===== src/rtl/hdmi_timing_pattern_gen_if.sv =====
// Video output bus from the timing/pattern generator to the HDMI transmitter.
interface hdmi_timing_pattern_gen_if #(
  parameter int unsigned COORD_W = 12
);
  logic               hsync;
  logic               vsync;
  logic               data_enable;
  logic [COORD_W-1:0] pix_x;
  logic [COORD_W-1:0] pix_y;
  logic               frame_start;
  logic               line_start;
  logic [23:0]        rgb_data;

  // Generator side drives the bus.
  modport master (
    output hsync, vsync, data_enable, pix_x, pix_y, frame_start, line_start, rgb_data
  );

  // Transmitter side consumes it.
  modport slave (
    input hsync, vsync, data_enable, pix_x, pix_y, frame_start, line_start, rgb_data
  );
endinterface


===== src/rtl/hdmi_timing_pattern_gen.sv =====
// Parametrised video timing generator with a frame-synchronous test-pattern source.
// All outputs are registered one cycle after the h/v counter state they decode.
module hdmi_timing_pattern_gen #(
  parameter int unsigned H_ACTIVE   = 1280,
  parameter int unsigned H_FP       = 110,
  parameter int unsigned H_SYNC     = 40,
  parameter int unsigned H_BP       = 220,
  parameter int unsigned V_ACTIVE   = 720,
  parameter int unsigned V_FP       = 5,
  parameter int unsigned V_SYNC     = 5,
  parameter int unsigned V_BP       = 20,
  parameter bit          H_SYNC_POL = 1'b1,
  parameter bit          V_SYNC_POL = 1'b1,
  parameter int unsigned COORD_W    = 12,
  parameter int unsigned CHECK_LOG2 = 5
) (
  input  logic                       clock,
  input  logic                       reset,
  input  logic                       run,
  input  logic [1:0]                 pattern_sel,
  input  logic [23:0]                solid_rgb,
  hdmi_timing_pattern_gen_if.master  vid
);

  typedef logic [COORD_W-1:0] coord_t;

  localparam int unsigned H_TOTAL = H_ACTIVE + H_FP + H_SYNC + H_BP;
  localparam int unsigned V_TOTAL = V_ACTIVE + V_FP + V_SYNC + V_BP;
  localparam int unsigned BAR_W   = H_ACTIVE / 8;

  localparam coord_t H_LAST = coord_t'(H_TOTAL - 1);
  localparam coord_t V_LAST = coord_t'(V_TOTAL - 1);
  localparam coord_t H_ACT  = coord_t'(H_ACTIVE);
  localparam coord_t V_ACT  = coord_t'(V_ACTIVE);
  localparam coord_t HS_BEG = coord_t'(H_ACTIVE + H_FP);
  localparam coord_t HS_END = coord_t'(H_ACTIVE + H_FP + H_SYNC);
  localparam coord_t VS_BEG = coord_t'(V_ACTIVE + V_FP);
  localparam coord_t VS_END = coord_t'(V_ACTIVE + V_FP + V_SYNC);

  coord_t      h_q, v_q;
  logic [1:0]  pat_q;
  logic [23:0] col_q;

  logic        at_origin;
  logic [1:0]  pat_eff;
  logic [23:0] col_eff;
  logic        de_d, hs_act, vs_act;
  logic [2:0]  bar_idx;
  logic [23:0] rgb_d;

  logic        hsync_q, vsync_q, de_q, fs_q, ls_q;
  coord_t      x_q, y_q;
  logic [23:0] rgb_q;

  // Raster counters; held at the origin while run is low.
  always_ff @(posedge clock or posedge reset) begin
    if (reset) begin
      h_q <= '0;
      v_q <= '0;
    end else if (!run) begin
      h_q <= '0;
      v_q <= '0;
    end else if (h_q == H_LAST) begin
      h_q <= '0;
      v_q <= (v_q == V_LAST) ? '0 : v_q + coord_t'(1);
    end else begin
      h_q <= h_q + coord_t'(1);
    end
  end

  assign at_origin = (h_q == '0) && (v_q == '0);
  // Pixel (0,0) already uses the freshly sampled selection, so the new pattern starts cleanly.
  assign pat_eff   = at_origin ? pattern_sel : pat_q;
  assign col_eff   = at_origin ? solid_rgb : col_q;

  // Shadow pattern/colour, sampled only at the frame origin.
  always_ff @(posedge clock or posedge reset) begin
    if (reset) begin
      pat_q <= '0;
      col_q <= '0;
    end else if (run && at_origin) begin
      pat_q <= pattern_sel;
      col_q <= solid_rgb;
    end
  end

  // Decode the counter state into sync, enable and pixel colour.
  always_comb begin
    de_d   = (h_q < H_ACT) && (v_q < V_ACT);
    hs_act = (h_q >= HS_BEG) && (h_q < HS_END);
    vs_act = (v_q >= VS_BEG) && (v_q < VS_END);

    // Constant thresholds k*BAR_W; anything past the 8th boundary stays in the last bar.
    bar_idx = '0;
    for (int unsigned k = 1; k < 8; k++) begin
      if (h_q >= coord_t'(k * BAR_W)) bar_idx = 3'(k);
    end

    rgb_d = '0;
    unique case (pat_eff)
      2'd0: rgb_d = col_eff;
      2'd1: begin
        unique case (bar_idx)
          3'd0: rgb_d = 24'hFFFFFF;
          3'd1: rgb_d = 24'hFFFF00;
          3'd2: rgb_d = 24'h00FFFF;
          3'd3: rgb_d = 24'h00FF00;
          3'd4: rgb_d = 24'hFF00FF;
          3'd5: rgb_d = 24'hFF0000;
          3'd6: rgb_d = 24'h0000FF;
          3'd7: rgb_d = 24'h000000;
        endcase
      end
      2'd2: rgb_d = (h_q[CHECK_LOG2] ^ v_q[CHECK_LOG2]) ? 24'h000000 : 24'hFFFFFF;
      2'd3: rgb_d = {h_q[7:0], h_q[7:0], h_q[7:0]};
    endcase
    if (!de_d) rgb_d = '0;
  end

  // Output register stage; idles at the reset levels while run is low.
  always_ff @(posedge clock or posedge reset) begin
    if (reset) begin
      hsync_q <= ~H_SYNC_POL;
      vsync_q <= ~V_SYNC_POL;
      de_q    <= 1'b0;
      x_q     <= '0;
      y_q     <= '0;
      fs_q    <= 1'b0;
      ls_q    <= 1'b0;
      rgb_q   <= '0;
    end else if (!run) begin
      hsync_q <= ~H_SYNC_POL;
      vsync_q <= ~V_SYNC_POL;
      de_q    <= 1'b0;
      x_q     <= '0;
      y_q     <= '0;
      fs_q    <= 1'b0;
      ls_q    <= 1'b0;
      rgb_q   <= '0;
    end else begin
      hsync_q <= hs_act ? H_SYNC_POL : ~H_SYNC_POL;
      vsync_q <= vs_act ? V_SYNC_POL : ~V_SYNC_POL;
      de_q    <= de_d;
      x_q     <= de_d ? h_q : '0;
      y_q     <= de_d ? v_q : '0;
      fs_q    <= at_origin;
      ls_q    <= (h_q == '0) && (v_q < V_ACT);
      rgb_q   <= rgb_d;
    end
  end

  assign vid.hsync       = hsync_q;
  assign vid.vsync       = vsync_q;
  assign vid.data_enable = de_q;
  assign vid.pix_x       = x_q;
  assign vid.pix_y       = y_q;
  assign vid.frame_start = fs_q;
  assign vid.line_start  = ls_q;
  assign vid.rgb_data    = rgb_q;

endmodule


===== src/flat_wrapper.sv =====
// flat-port wrapper written by rule: the top's interface ports become plain ports
module hdmi_timing_pattern_gen_flat 
#(
  parameter int unsigned H_ACTIVE   = 1280,
  parameter int unsigned H_FP       = 110,
  parameter int unsigned H_SYNC     = 40,
  parameter int unsigned H_BP       = 220,
  parameter int unsigned V_ACTIVE   = 720,
  parameter int unsigned V_FP       = 5,
  parameter int unsigned V_SYNC     = 5,
  parameter int unsigned V_BP       = 20,
  parameter bit          H_SYNC_POL = 1'b1,
  parameter bit          V_SYNC_POL = 1'b1,
  parameter int unsigned COORD_W    = 12,
  parameter int unsigned CHECK_LOG2 = 5
)
  (clock, reset, run, pattern_sel, solid_rgb, vid_hsync, vid_vsync, vid_data_enable, vid_pix_x, vid_pix_y, vid_frame_start, vid_line_start, vid_rgb_data);
  hdmi_timing_pattern_gen_if #(.COORD_W(COORD_W)) vid_i ();
  input  logic clock;
  input  logic reset;
  input  logic run;
  input  logic [1:0] pattern_sel;
  input  logic [23:0] solid_rgb;
  output wire logic [$bits(vid_i.hsync)-1:0] vid_hsync;
  output wire logic [$bits(vid_i.vsync)-1:0] vid_vsync;
  output wire logic [$bits(vid_i.data_enable)-1:0] vid_data_enable;
  output wire logic [$bits(vid_i.pix_x)-1:0] vid_pix_x;
  output wire logic [$bits(vid_i.pix_y)-1:0] vid_pix_y;
  output wire logic [$bits(vid_i.frame_start)-1:0] vid_frame_start;
  output wire logic [$bits(vid_i.line_start)-1:0] vid_line_start;
  output wire logic [$bits(vid_i.rgb_data)-1:0] vid_rgb_data;
  assign vid_hsync = vid_i.hsync;
  assign vid_vsync = vid_i.vsync;
  assign vid_data_enable = vid_i.data_enable;
  assign vid_pix_x = vid_i.pix_x;
  assign vid_pix_y = vid_i.pix_y;
  assign vid_frame_start = vid_i.frame_start;
  assign vid_line_start = vid_i.line_start;
  assign vid_rgb_data = vid_i.rgb_data;
  hdmi_timing_pattern_gen #(.H_ACTIVE(H_ACTIVE), .H_FP(H_FP), .H_SYNC(H_SYNC), .H_BP(H_BP), .V_ACTIVE(V_ACTIVE), .V_FP(V_FP), .V_SYNC(V_SYNC), .V_BP(V_BP), .H_SYNC_POL(H_SYNC_POL), .V_SYNC_POL(V_SYNC_POL), .COORD_W(COORD_W), .CHECK_LOG2(CHECK_LOG2)) u_core (.clock(clock), .reset(reset), .run(run), .pattern_sel(pattern_sel), .solid_rgb(solid_rgb), .vid(vid_i));
endmodule

===== config.mk =====
export PLATFORM = sky130hd
export DESIGN_NAME = hdmi_timing_pattern_gen_flat
export DESIGN_NICKNAME = d
export VERILOG_FILES = /design/src/rtl/hdmi_timing_pattern_gen_if.sv /design/src/rtl/hdmi_timing_pattern_gen.sv /design/src/flat_wrapper.sv
export SDC_FILE = /design/constraint.sdc
export NUM_CORES = 1
export LEC_CHECK = 0
export BUFFER_PORTS_ARGS = -buffer_cell sky130_fd_sc_hd__buf_2
export CAP_MARGIN = 20
export CORE_ASPECT_RATIO = 0.75
export CORE_MARGIN = 5
export CORE_UTILIZATION = 60
export DETAILED_ROUTE_END_ITERATION = 7
export PLACE_DENSITY = 0.85
export SLEW_MARGIN = 20
export SYNTH_ARGS = -nofsm -noshare
export SYNTH_HDL_FRONTEND = slang
export SYNTH_SLANG_ARGS = --single-unit

===== constraint.sdc =====
create_clock -name clock -period 7.1 [get_ports clock]
set_input_delay 1.42 -clock clock [delete_from_list [all_inputs] [get_ports clock]]
set_output_delay 1.42 -clock clock [all_outputs]
set_load 0.01 [all_outputs]

==> insert_results.sql <==
INSERT INTO impl_metrics (metric_group, metric, value, unit) VALUES
('routing', 'drt_first_iter_violations', '382', ''),
('cts', 'post-cts-setup-buffers', '0', ''),
('cts', 'cts.hold.buffers_added', '0', ''),
('cells_and_area', 'multiInputGateArea', '1970', 'um2'),
('timing', 'tightest_slew', '1.17', 'ns'),
('cts', 'cts_repair_resize_count', '0', ''),
('power', 'internal_power_component', '976', 'uW'),
('cells_and_area', 'antenna_cells_inserted', '0', ''),
('cells_and_area', 'fill_count', '575', ''),
('worst_setup_path', 'endpoint_class_of_the_critical_path', 'flop', ''),
('cts', 'clk_root_buffer_cell', 'clkbuf_8', ''),
('timing', 'drv_slew', '0', ''),
('global_route', 'grt_max_degree', '60', ''),
('power', 'swShare', '27.6', '%'),
('timing', 'clock_skew', '0.0117', 'ns'),
('routing', 'post-route-drc-count', '0', ''),
('status', 'outcome', 'completed', ''),
('yosys', 'synth_async_sr_flop_share', '100', '%'),
('routing', 'final_antenna_violating_net_count', '0', ''),
('placed_design', 'placed_cells_incl_taps', '607', ''),
('power', 'clock_group_share_of_total_power', '31.8', '%'),
('routing', 'detailedRoute.firstPassIterationCount', '5', ''),
('routing', 'via_count', '3859', ''),
('worst_setup_path', 'timing.critical_path.max_delay_family', 'simple AND/OR/NAND/NOR gates', ''),
('cts', 'tritoncts.num_buffers', '9', ''),
('placed_design', 'dp_hpwl', '7.78', 'mm'),
('global_route', 'global_route_wire_length_before_repair', '19.0', 'mm'),
('worst_setup_path', 'crit_path_max_fanout', '28', ''),
('yosys', 'post_synth_inst_count', '453', ''),
('power', 'power.switching', '373', 'uW'),
('yosys', 'synthesis.yosys.warnings', '0', ''),
('cts', 'clk_transition_reported_paths', '0.09', 'ns'),
('placed_design', 'io_buffer_count', '81', ''),
('cells_and_area', 'layout.cells.most_common_list', 'dfrtp_1, buf_2, nor3_1, nor2_1, mux2_2', ''),
('routing', 'detail_route.vias_per_cell', '6.20', ''),
('floorplanning', 'floorplan.io_pins', '82', ''),
('flow_run', 'cap_violations', '0', ''),
('cells_and_area', 'layout.area.seq', '2580', 'um2'),
('worst_setup_path', 'setup.worst_path.start', 'u_core.h_q[0]$_DFF_PP0_', ''),
('timing', 'maxClockFrequency', '0.284', 'GHz'),
('worst_setup_path', 'r2r_setup_slack', '3.58', 'ns'),
('worst_setup_path', 'endpoint', 'u_core.vid.rgb_data[20]$_DFF_PP0_', ''),
('timing', 'finalSetupTns', '0', 'ns'),
('timing', 'final-setup-viol-count', '0', ''),
('timing', 'finalHoldViolations', '0', ''),
('placed_design', 'place_congestion', '0.932', ''),
('timing', 'fin_crit_sh', '49.5', '%'),
('yosys', 'synth_edf_count', '0', ''),
('floorplanning', 'die_x', '112', 'um'),
('worst_setup_path', 'worstPathArrival', '3.74', 'ns'),
('worst_setup_path', 'timing.rr.end', 'u_core.vid.rgb_data[20]$_DFF_PP0_', ''),
('timing', 'final_period_minus_worst_setup_slack', '3.52', 'ns'),
('cts', 'cts_num_sinks', '103', ''),
('worst_setup_path', 'worstSetupPathType', 'reg2reg', ''),
('floorplanning', 'placementRows', '28', ''),
('yosys', 'ys_seq_area_share', '54.6', '%'),
('power', 'power_frac_seq', '50.8', '%'),
('yosys', 'post_synth_num_cell_types', '47', ''),
('cells_and_area', 'drive_above_1_share', '26.1', '%'),
('yosys', 'avgSynthCellArea', '10.4', 'um2'),
('routing', 'wl_per_cell', '18.7', 'um'),
('worst_setup_path', 'timing.rr.start', 'u_core.h_q[0]$_DFF_PP0_', ''),
('power', 'peakVddDrop', '0.167', 'mV'),
('yosys', 'synth_seq_cells', '103', ''),
('worst_setup_path', 'critical_path.cell_chain', 'inv_1 > ha_1 > or3b_2 > nor4_4 > buf_4 > mux2i_2 > nand2_1 > a2111oi_0', ''),
('hold_path', 'hp-class', 'reg2reg', ''),
('cts', 'cts_htree_levels', '3', ''),
('global_route', 'gr-usage-all-layers', '24.7', '%'),
('cts', 'clockBufferDepth', '2', ''),
('floorplanning', 'die_area', '9750', 'um2'),
('global_route', 'global_route.overflow_total', '0', '');
==> registers in the layout, summed over array words and instances (netlist names) <==
register                flops
u_core.col_q               24
u_core.h_q                 12
u_core.pat_q                2
u_core.v_q                 12
u_core.vid.data_enable      1
u_core.vid.frame_start      1
u_core.vid.hsync            1
u_core.vid.line_start       1
u_core.vid.pix_x           12
u_core.vid.pix_y           12
u_core.vid.rgb_data        24
u_core.vid.vsync            1
==> layer usage <==
layer	vias to the layer above	track usage, %	share of wire (%)
li1	1729	-	-
met1	1875	34.4	42
met2	228	37.0	45
met3	27	9.21	10
met4	0	6.77	1.7
met5	-	0	0
==> cells by family after synthesis <==
kind of cell | count (synthesis) | synth area share [%]
buffers and inverters | 48 | 3.98
other | 1 | 0.0795
muxes | 28 | 6.66
AOI/OAI and AO/OA | 66 | 9.63
adders and majority gates | 8 | 2.07
and+or+nand+nor | 186 | 20.5
xor gates and xnor gates | 13 | 2.41
DFF | 103 | 54.6
==> synthesized netlist by cell type, types with 2 or more instances <==
cell type	count	area (um2)
buf_2	6	30.0
or2_2	2	12.5
ha_1	7	87.6
nand2b_1	3	18.8
nand4_1	4	25.0
and2_1	16	100
nor4_1	11	68.8
or4_1	4	30.0
dfrtp_1	103	2580
o31ai_1	8	60.1
nand3_1	17	85.1
nor2_1	34	128
nor3_1	51	255
mux2_2	27	304
or3b_2	2	17.5
nor3b_1	2	15.0
a2111oi_0	16	140
clkbuf_1	30	113
inv_1	12	45.0
a21oi_1	11	55.1
and3_1	5	31.3
xnor2_1	7	61.3
o21ai_0	19	95.1
nor2b_1	5	31.3
nand2_1	24	90.1
xor2_1	6	52.6
==> power groups by stage <==
stage / Combinational [mW] / Sequential, mW / Clock [mW]
3_3_place_gp: 0.221 / 0.693 / 0
5_1_grt: 0.254 / 0.692 / 0.461
3_5_place_dp: 0.230 / 0.695 / 0
6_report: 0.235 / 0.686 / 0.429
2_1_floorplan: 0.139 / 0.701 / 0
4_1_cts: 0.233 / 0.684 / 0.432
==> how the worst min path moves through the flow <==
stage,startpoint,to,slack (ns),cells past startpoint
2_1_floorplan,u_core.v_q[11]$_DFFE_PP0P_,u_core.v_q[11]$_DFFE_PP0P_,0.47,1
3_3_place_gp,u_core.col_q[15]$_DFFE_PP0P_,u_core.col_q[15]$_DFFE_PP0P_,0.49,1
3_5_place_dp,u_core.col_q[3]$_DFFE_PP0P_,u_core.col_q[3]$_DFFE_PP0P_,0.50,1
4_1_cts,u_core.v_q[11]$_DFFE_PP0P_,u_core.v_q[11]$_DFFE_PP0P_,0.52,1
5_1_grt,u_core.col_q[21]$_DFFE_PP0P_,u_core.col_q[21]$_DFFE_PP0P_,0.53,1
6_report,u_core.col_q[0]$_DFFE_PP0P_,u_core.col_q[0]$_DFFE_PP0P_,0.52,1
==> stage by stage <==
stage / cell area, um2 / util, % / power [mW] / worst slack (ns) / hold slack (ns)
after floorplan: 4720 / - / 0.840 / 2.98 / 0.468
after global placement: 5140 / 66.0 / 0.915 / 3.63 / 0.488
after detailed placement: 5140 / 66.1 / 0.925 / 3.74 / 0.498
after CTS: 5370 / 69.1 / 1.35 / 3.67 / 0.516
after global routing: 5380 / 69.2 / 1.41 / 3.36 / 0.527
final: 5380 / 69.2 / 1.35 / 3.58 / 0.517
==> final cells by class <==
cell class / count / area share [%]
sequential: 103 / 47.9
multi-input combinational: 304 / 36.6
timing repair buffer: 83 / 7.82
tap: 105 / 2.44
clock buffer: 10 / 2.37
clock inverter: 5 / 1.98
inverter: 12 / 0.884
No activity file was read; power rests on OpenSTA's default activity.
